$ cat src/rtl/alu_pkg.sv
// Shared ALU opcode encodings, arbiter FSM states and opcode legality helper.
package alu_pkg;

  localparam logic [2:0] OP_MOV = 3'b000;
  localparam logic [2:0] OP_NOT = 3'b001;
  localparam logic [2:0] OP_ADD = 3'b010;
  localparam logic [2:0] OP_SUB = 3'b011;
  localparam logic [2:0] OP_OR  = 3'b100;
  localparam logic [2:0] OP_AND = 3'b101;

  typedef enum logic [1:0] {
    ST_IDLE = 2'd0,
    ST_EXEC = 2'd1,
    ST_RESP = 2'd2
  } state_e;

  function automatic logic op_is_legal(input logic [2:0] op);
    return op <= OP_AND;
  endfunction

endpackage

$ cat src/rtl/rr_arb2.sv
// Two-way round-robin arbiter; the pointer moves only when a grant is accepted.
module rr_arb2 (
  input  logic       clk,
  input  logic       rst,
  input  logic [1:0] req,
  input  logic       accept,
  output logic [1:0] gnt
);

  logic prio_q;  // 1: req[1] wins a tie

  always_comb begin
    unique case (req)
      2'b01:   gnt = 2'b01;
      2'b10:   gnt = 2'b10;
      2'b11:   gnt = prio_q ? 2'b10 : 2'b01;
      default: gnt = 2'b00;
    endcase
  end

  always_ff @(posedge clk or negedge rst) begin
    if (!rst) begin
      prio_q <= 1'b0;
    end else if (accept && (gnt != 2'b00)) begin
      prio_q <= gnt[0];
    end
  end

endmodule

$ cat src/rtl/alu_arbiter.sv
// Shares one registered ALU between two valid/ready requesters, returning
// result, carry-out and an illegal-opcode flag to the granted requester.
module alu_arbiter
  import alu_pkg::*;
#(
  parameter int unsigned WIDTH   = 32,
  parameter int unsigned ALU_LAT = 1
) (
  input  logic             clk,
  input  logic             rst,
  input  logic             req0_valid,
  input  logic             req1_valid,
  output logic             req0_ready,
  output logic             req1_ready,
  input  logic [WIDTH-1:0] req0_a,
  input  logic [WIDTH-1:0] req1_a,
  input  logic [WIDTH-1:0] req0_b,
  input  logic [WIDTH-1:0] req1_b,
  input  logic [2:0]       req0_op,
  input  logic [2:0]       req1_op,
  output logic             rsp0_valid,
  output logic             rsp1_valid,
  input  logic             rsp0_ready,
  input  logic             rsp1_ready,
  output logic [WIDTH-1:0] rsp0_result,
  output logic [WIDTH-1:0] rsp1_result,
  output logic             rsp0_cout,
  output logic             rsp1_cout,
  output logic             rsp0_err,
  output logic             rsp1_err,
  output logic [WIDTH-1:0] alu_a,
  output logic [WIDTH-1:0] alu_b,
  output logic [2:0]       alu_op,
  output logic             alu_c_in,
  output logic             alu_enbl,
  input  logic [WIDTH-1:0] alu_result,
  input  logic             alu_cout,
  output logic             busy
);

  localparam logic [3:0] LatCnt = 4'(ALU_LAT);

  state_e           state;
  logic [3:0]       cnt;
  logic             gid;
  logic [1:0]       rsp_vld;
  logic [WIDTH-1:0] rsp_res;
  logic             rsp_c;
  logic             rsp_e;

  logic             idle;
  logic [1:0]       req_vec;
  logic [1:0]       gnt;
  logic             accept;
  logic [WIDTH-1:0] sel_a;
  logic [WIDTH-1:0] sel_b;
  logic [2:0]       sel_op;

  // Reset gating keeps ready low while rst is asserted, even with requests pending.
  assign idle    = (state == ST_IDLE) && rst;
  assign req_vec = {req1_valid, req0_valid} & {2{idle}};
  assign accept  = |gnt;

  rr_arb2 u_arb (
    .clk    (clk),
    .rst    (rst),
    .req    (req_vec),
    .accept (accept),
    .gnt    (gnt)
  );

  assign sel_a  = gnt[1] ? req1_a  : req0_a;
  assign sel_b  = gnt[1] ? req1_b  : req0_b;
  assign sel_op = gnt[1] ? req1_op : req0_op;

  always_ff @(posedge clk or negedge rst) begin
    if (!rst) begin
      state    <= ST_IDLE;
      cnt      <= '0;
      gid      <= 1'b0;
      rsp_vld  <= 2'b00;
      rsp_res  <= '0;
      rsp_c    <= 1'b0;
      rsp_e    <= 1'b0;
      alu_a    <= '0;
      alu_b    <= '0;
      alu_op   <= '0;
      alu_c_in <= 1'b0;
      alu_enbl <= 1'b0;
    end else begin
      unique case (state)
        ST_IDLE: begin
          if (accept) begin
            gid <= gnt[1];
            if (op_is_legal(sel_op)) begin
              alu_a    <= sel_a;
              alu_b    <= sel_b;
              alu_op   <= sel_op;
              alu_c_in <= (sel_op == OP_SUB);
              alu_enbl <= 1'b1;
              cnt      <= LatCnt;
              state    <= ST_EXEC;
            end else begin
              // Illegal opcodes never reach the ALU.
              rsp_res <= '0;
              rsp_c   <= 1'b0;
              rsp_e   <= 1'b1;
              rsp_vld <= gnt;
              state   <= ST_RESP;
            end
          end
        end
        ST_EXEC: begin
          if (cnt == 4'd1) begin
            rsp_res  <= alu_result;
            rsp_c    <= alu_cout;
            rsp_e    <= 1'b0;
            alu_enbl <= 1'b0;
            rsp_vld  <= {gid, ~gid};
            cnt      <= '0;
            state    <= ST_RESP;
          end else begin
            cnt <= cnt - 4'd1;
          end
        end
        ST_RESP: begin
          if ((rsp_vld & {rsp1_ready, rsp0_ready}) != 2'b00) begin
            rsp_vld <= 2'b00;
            state   <= ST_IDLE;
          end
        end
        default: state <= ST_IDLE;
      endcase
    end
  end

  assign req0_ready  = gnt[0];
  assign req1_ready  = gnt[1];
  assign rsp0_valid  = rsp_vld[0];
  assign rsp1_valid  = rsp_vld[1];
  assign rsp0_result = rsp_res;
  assign rsp1_result = rsp_res;
  assign rsp0_cout   = rsp_c;
  assign rsp1_cout   = rsp_c;
  assign rsp0_err    = rsp_e;
  assign rsp1_err    = rsp_e;
  assign busy        = (state != ST_IDLE);

endmodule

$ cat config.mk
export PLATFORM = sky130hd
export DESIGN_NAME = alu_arbiter
export DESIGN_NICKNAME = d
export VERILOG_FILES = /design/src/rtl/alu_pkg.sv /design/src/rtl/rr_arb2.sv /design/src/rtl/alu_arbiter.sv
export SDC_FILE = /design/constraint.sdc
export NUM_CORES = 1
export LEC_CHECK = 0
export CAP_MARGIN = 40
export CORE_ASPECT_RATIO = 2
export CORE_MARGIN = 2
export CORE_UTILIZATION = 36
export CTS_BUF_LIST = sky130_fd_sc_hd__clkbuf_8
export CTS_CLUSTER_SIZE = 14
export DETAILED_ROUTE_END_ITERATION = 12
export GPL_TIMING_DRIVEN = 0
export PLACE_DENSITY_LB_ADDON = 0.25
export SLEW_MARGIN = 20
export SYNTH_ARGS = -nofsm -noshare
export SYNTH_HDL_FRONTEND = slang
export SYNTH_SLANG_ARGS = --single-unit
$ cat constraint.sdc
create_clock -name clk -period 2.2 [get_ports clk]
set_clock_uncertainty 0.2 [all_clocks]
set_input_delay 0.44 -clock clk [delete_from_list [all_inputs] [get_ports clk]]
set_output_delay 0.44 -clock clk [all_outputs]
set_load 0.01 [all_outputs]
==> results.yml, run 1 <==
run_status:
  violations: "negative hold slack, negative setup slack"
  status: "finished with violations"
worst_setup_path:
  slowest_stage: "dfrtp_1"
  rr_endpoint: "rsp_vld[1]"
  worstReg2RegStart: "state[0]"
  rrSetupSlack_ns: -0.02
  startpoint: "state[0]"
  cp_max_fo: 4
  worstPathArrival_ns: 1.62
  ff2ff_path_depth: 8
  endpoint_kind: "primary output"
  start_kind: "flip-flop"
  crit_family: "flip-flops"
  max_stage_delay_ns: 0.40
  worstPathRequired_ns: 1.56
  path_cells: "inv_2 -> ha_4 -> and3_4 -> nand2_4 -> inv_4 -> buf_8 -> buf_6"
  critPathBufInv: 4
  path_class: "flip-flop to primary output"
floorplan:
  dieArea_um2: 16100
  die_x_um: 90.8
  coreArea_um2: 14800
  die_y_um: 178
  start_util: 0.366
  placementRows: 63
  pin_count: 315
sta:
  drv_slew: 0
  hold_viol: 50
  fin_crit_sh: 1.03
  worst_slew_pin_slew_ns: 0.539
  rsz0062_at_grt: "true"
  slew-limit-headroom: 0.641
  finalWorstSetupSlack_ns: -0.0610
  hold_slack_ns: -0.250
  setup_viol: 7
  finalSetupTns_ns: -0.164
  period_minus_slack_ns: 2.26
  max_freq_mhz: 442
route:
  drtPass1Iterations: 4
  drtIter0Drc: 200
  routed_wl_um: 21400
  wl_per_cell_um: 17.8
  drtAntennaViolNets: 0
  dr_total_vias: 5838
  drc: 0
  viasPerCell: 4.86
global_routing:
  grt_max_degree: 64
  antenna_found_initial: 2
  grt_pass1_wl_um: 31600
  grt_usage: 0.254
  first_global_vias: 5941
  grt.overflow.total: 0
clock_tree:
  cts_tree: "built"
  path_clk_slew_ns: 0.07
  cts-htree-levels: 4
  cts_num_sinks: 113
  cts_max_path_buffers: 2
  clockRootBuffer: "clkbuf_8"
  numCtsBuffers: 17
  insertion_delay_ns: 0.45
power_and_ir_drop:
  power.density_nw_per_um2: 1320
  p_switching_w: 0.00473
  p_seq_frac: 0.277
  peakVddDrop_mv: 0.709
  combPwrFrac: 0.556
  leakage_nw: 4.34
  power_w: 0.0134
  power.internal_w: 0.00868
  clockPowerShare: 0.167
  swShare: 0.353
synthesis:
  async_flop_share: 1.00
  ys.flop_type: "dfrtp_1"
  netlist_area_um2: 5430
  synth_top_area_cell: "dfrtp_1"
  synth_fp_nets: 805
  ys_seq_area_frac: 0.521
  synth.top_cell.area_share: 0.521
  synth_edf_count: 0
  yosys_warnings: 0
  syn_area_per_cell_um2: 8.67
  ys_types: 39
  synth_seq_cells: 113
  syn_inst: 626
  synthTopCellsByArea: "dfrtp_1, nand2_1, a31oi_1"
finish:
  fin_cells: 1202
  drive_gt1_frac: 0.176
  area_growth_pct: 87.7
  fill_cells: 1215
  final_cell_mix: "clkdlybuf4s50_1, nand2_1, dfrtp_1"
  final_common_cell: "clkdlybuf4s50_1"
  regArea_um2: 2830
  fin_nets: 1171
  multiInputGateArea_um2: 2400
  final_util: 0.688
place:
  gp_congestion: 0.860
  dp_hpwl_um: 15500
  place_inst: 1136
  numPortBuffers: 314
job:
  drv_cap: 0
min_path:
  min_path_type: "primary input to asynchronous set/reset pin"
-- cell families after synthesis --
| family | Yosys count | share of synthesized area |
|---|---|---|
| and+or+nand+nor | 294 | 0.213 |
| AOI/OAI and AO/OA | 124 | 0.144 |
| DFF | 113 | 0.521 |
| buffers and inverters | 84 | 0.0982 |
| adders and majority gates | 6 | 0.0138 |
| muxes | 5 | 0.00968 |
-- final cells by class --
class	instances	share of cell area
antenna	2	0.000491
tap	195	0.0239
clock buffer	18	0.0243
timing repair buffer	348	0.355
sequential	113	0.278
multi-input combinational	429	0.236
buffer	75	0.0603
inverter	8	0.00319
clock inverter	14	0.0193
-- worst register-to-register path, cell delays in order (launching register included) --
cell	delay, ns
dfrtp_1	0.40
inv_2	0.09
ha_4	0.17
and3_4	0.21
and4_1	0.19
buf_6	0.15
nor2_4	0.06
a211oi_4	0.30
mux2_4	0.33
-- metal layers --
layer | part of all wire | track usage | vias to the layer above
li1 | - | - | 2789
met1 | 0.34 | 0.251 | 2763
met2 | 0.57 | 0.489 | 248
met3 | 0.059 | 0.0692 | 38
met4 | 0.027 | 0.109 | 0
met5 | 0 | 0 | -
-- through the flow --
step | worst slack [ns] | instance area (um^2) | hold WS, ns
2_1_floorplan | 0.0160 | 5440 | -0.0556
3_3_place_gp | -5.39 | 8830 | 0.275
3_5_place_dp | -0.883 | 8860 | 0.228
4_1_cts | -0.137 | 9500 | -0.265
5_1_grt | -0.127 | 10200 | -0.233
6_report | -0.0610 | 10200 | -0.250
-- synthesized netlist by cell type, types with 5 or more instances --
master and count:
nand2_1 209, dfrtp_1 113, nor2_1 70, a31oi_1 64, buf_4 35, o21ai_0 21
o21ai_1 20, clkbuf_1 15, buf_2 14, buf_6 9, inv_1 8, ha_1 6
a21oi_1 5
-- how the worst max path moves through the flow --
stage                     cells past startpoint    endpoint  slack [ns]
final                                         7  req1_ready       -0.06
after global routing                          6  req0_ready       -0.13
after detailed placement                      6  req1_ready       -0.88
after floorplan                               8  rsp_vld[0]        0.02
after CTS                                     8  rsp_vld[1]       -0.14
after global placement                        6  rsp_vld[0]       -5.39
-- flip-flops by register name, indices dropped and copies added, names as in the netlist --
name          flops
alu_a            32
alu_b            32
rsp0_result      32
cnt               4
alu_op            3
rsp_vld           2
state             2
alu_c_in          1
alu_enbl          1
gid               1
rsp0_cout         1
rsp0_err          1
u_arb.prio_q      1
-- power groups by stage --
stage	clock network [W]	registers, W	logic [W]
after floorplan	0	0.00409	0.00251
after global placement	0	0.00370	0.00632
after detailed placement	0	0.00375	0.00642
after CTS	0.00228	0.00371	0.00670
after global routing	0.00237	0.00384	0.00800
final	0.00224	0.00372	0.00746
-- repair_timing --
action | in CTS | in global routing
gates cloned | 1 | 8
gates resized for setup | 40 | 86
endpoints found under the hold margin | 50 | 50
pin swaps | 2 | 12
buffers inserted | 14 | 11
setup endpoints to repair | 111 | 108
(Power assumes the default switching activity.)
==> inputs of run 2 (changes only) <==
- CTS_CLUSTER_SIZE: 14 -> 40
==> results of run 2 <==
The final DEF is identical to that of run 1; final timing and power are the same.
==> inputs of run 3 (changes only) <==
--- a/config.mk
+++ b/config.mk
@@ -10,5 +10,5 @@
 export CORE_MARGIN = 2
 export CORE_UTILIZATION = 36
-export CTS_BUF_LIST = sky130_fd_sc_hd__clkbuf_8
+export CTS_BUF_LIST = sky130_fd_sc_hd__clkbuf_2 sky130_fd_sc_hd__clkbuf_4 sky130_fd_sc_hd__clkbuf_8
 export CTS_CLUSTER_SIZE = 40
 export DETAILED_ROUTE_END_ITERATION = 12
==> constraint.sdc (replaced) <==
create_clock -name clk -period 2.2 [get_ports clk]
set_clock_uncertainty 0.2 [all_clocks]
set_input_delay 0.44 -clock clk [delete_from_list [all_inputs] [get_ports clk]]
set_output_delay 0.44 -clock clk [all_outputs]
set_load 0.05 [all_outputs]
==> results.yml, run 3 (synthesized netlist as in run 1, its figures left out) <==
run_status:
  status: "finished with violations"
  violations: "negative hold slack, negative setup slack"
sta:
  rsz0062_at_grt: "true"
  worst_slew_pin_slew_ns: 0.613
  hold_slack_ns: -0.337
  finalSetupTns_ns: -1.42
  hold_viol: 56
  finalWorstSetupSlack_ns: -0.0887
  setup_viol: 34
  max_freq_mhz: 437
  fin_crit_sh: 1.04
  drv_slew: 0
  slew-limit-headroom: 0.593
  period_minus_slack_ns: 2.29
floorplan:
  die_x_um: 90.8
  dieArea_um2: 16100
  placementRows: 63
  pin_count: 315
  start_util: 0.366
  die_y_um: 178
  coreArea_um2: 14800
min_path:
  min_path_type: "primary input to asynchronous set/reset pin"
route:
  drtAntennaViolNets: 0
  drtIter0Drc: 205
  drtPass1Iterations: 6
  viasPerCell: 4.90
  routed_wl_um: 20700
  dr_total_vias: 5894
  drc: 0
  wl_per_cell_um: 17.2
worst_setup_path:
  worstReg2RegStart: "state[0]"
  path_class: "flip-flop to flip-flop"
  worstPathArrival_ns: 2.43
  rrSetupSlack_ns: -0.09
  endpoint_kind: "flip-flop"
  ff2ff_path_depth: 11
  cp_max_fo: 5
  rr_endpoint: "rsp0_result[16]"
  start_kind: "flip-flop"
  worstPathRequired_ns: 2.34
global_routing:
  grt_pass1_wl_um: 30800
  grt.overflow.total: 0
  antenna_found_initial: 0
  grt_max_degree: 59
  grt_usage: 0.244
  first_global_vias: 5776
place:
  gp_congestion: 0.830
  dp_hpwl_um: 14900
  numPortBuffers: 314
finish:
  fill_cells: 1263
  final_cell_mix: "nand2_1, clkdlybuf4s50_1, dlygate4sd2_1"
  drive_gt1_frac: 0.201
  regArea_um2: 2830
  area_growth_pct: 82.4
  fin_nets: 1173
  multiInputGateArea_um2: 2300
  num_antenna_cells: 0
  final_common_cell: "nand2_1"
clock_tree:
  cts_tree: "built"
  cts_max_path_buffers: 2
  cts_num_sinks: 113
  cts-htree-levels: 4
  insertion_delay_ns: 0.42
  ctsHoldBuffers: 1
  path_clk_slew_ns: 0.08
  clockRootBuffer: "clkbuf_8"
  numCtsBuffers: 17
power_and_ir_drop:
  leakage_nw: 4.68
  power.density_nw_per_um2: 1640
  peakVddDrop_mv: 0.773
job:
  drv_cap: 0
run 3: cell types whose count changed in the layout (fill, tap and decap cells not counted), moves of 6 or more:
cell,before,now
clkdlybuf4s50_1,309,170
dlygate4sd2_1,1,138
nand2_1,206,187
a31oi_1,49,64
nand2_2,2,16
a31oi_4,13,0
o21ai_2,1,14
o21ai_1,22,15
buf_6,16,22
o21ai_0,18,12
run 3: worst max path at each step:
stage	from	cells past startpoint	slack, ns	to
6_report	state[0]	11	-0.09	rsp0_result[16]
4_1_cts	state[1]	7	-0.19	req1_ready
3_3_place_gp	rst	6	-5.38	rsp_vld[0]
3_5_place_dp	rst	7	-1.29	req1_ready
2_1_floorplan	state[0]	7	-0.02	cnt[2]
5_1_grt	state[0]	11	-0.14	rsp0_result[18]
run 3: area by class of cell:
cell class	count	area share
clock inverter	12	0.0183
clock buffer	20	0.0272
sequential	113	0.286
multi-input combinational	429	0.232
inverter	8	0.00329
tap	195	0.0246
timing repair buffer	349	0.345
buffer	76	0.0637
run 3: metrics by stage:
stage | total power [W] | instances | worst slack (ns) | area, um^2 | util
floorplan | 0.0103 | 626 | -0.0219 | 5440 | -
global route | 0.0170 | 1202 | -0.137 | 9900 | 0.668
CTS | 0.0155 | 1180 | -0.191 | 9360 | 0.632
global placement | 0.0137 | 1135 | -5.38 | 8830 | 0.596
finish | 0.0163 | 1202 | -0.0887 | 9900 | 0.668
detailed placement | 0.0139 | 1136 | -1.29 | 8860 | 0.598
run 3: layer usage:
metal  up-vias  GRT usage  part of all wire
met5         -          0                 0
met4         0      0.108             0.034
met3        43     0.0709             0.068
met2       281      0.435              0.54
met1      2774      0.268              0.36
li1       2796          -                 -
run 3: what timing repair did:
action,in CTS,in global routing
pin swaps,5,22
cloned,2,4
setup endpoints to repair,251,111
gates resized for setup,192,124
hold endpoints to repair,83,56
setup buffers,9,18
run 3: power breakdown:
group          leakage (nW)  switching (W)  internal [W]
Clock                 0.227       0.000903       0.00131
Sequential             1.36       0.000685       0.00306
Combinational          3.10        0.00689       0.00340
Total                  4.68        0.00848       0.00778
run 3: worst max-delay path: stages (launching register included):
cell and delay [ns]:
dfrtp_1 0.40, inv_2 0.08, ha_4 0.16, and3_4 0.17, and4_1 0.16, buf_6 0.13
o311ai_4 0.37, buf_6 0.17, buf_6 0.12, clkbuf_16 0.15, nand2_4 0.04, o21ai_1 0.07
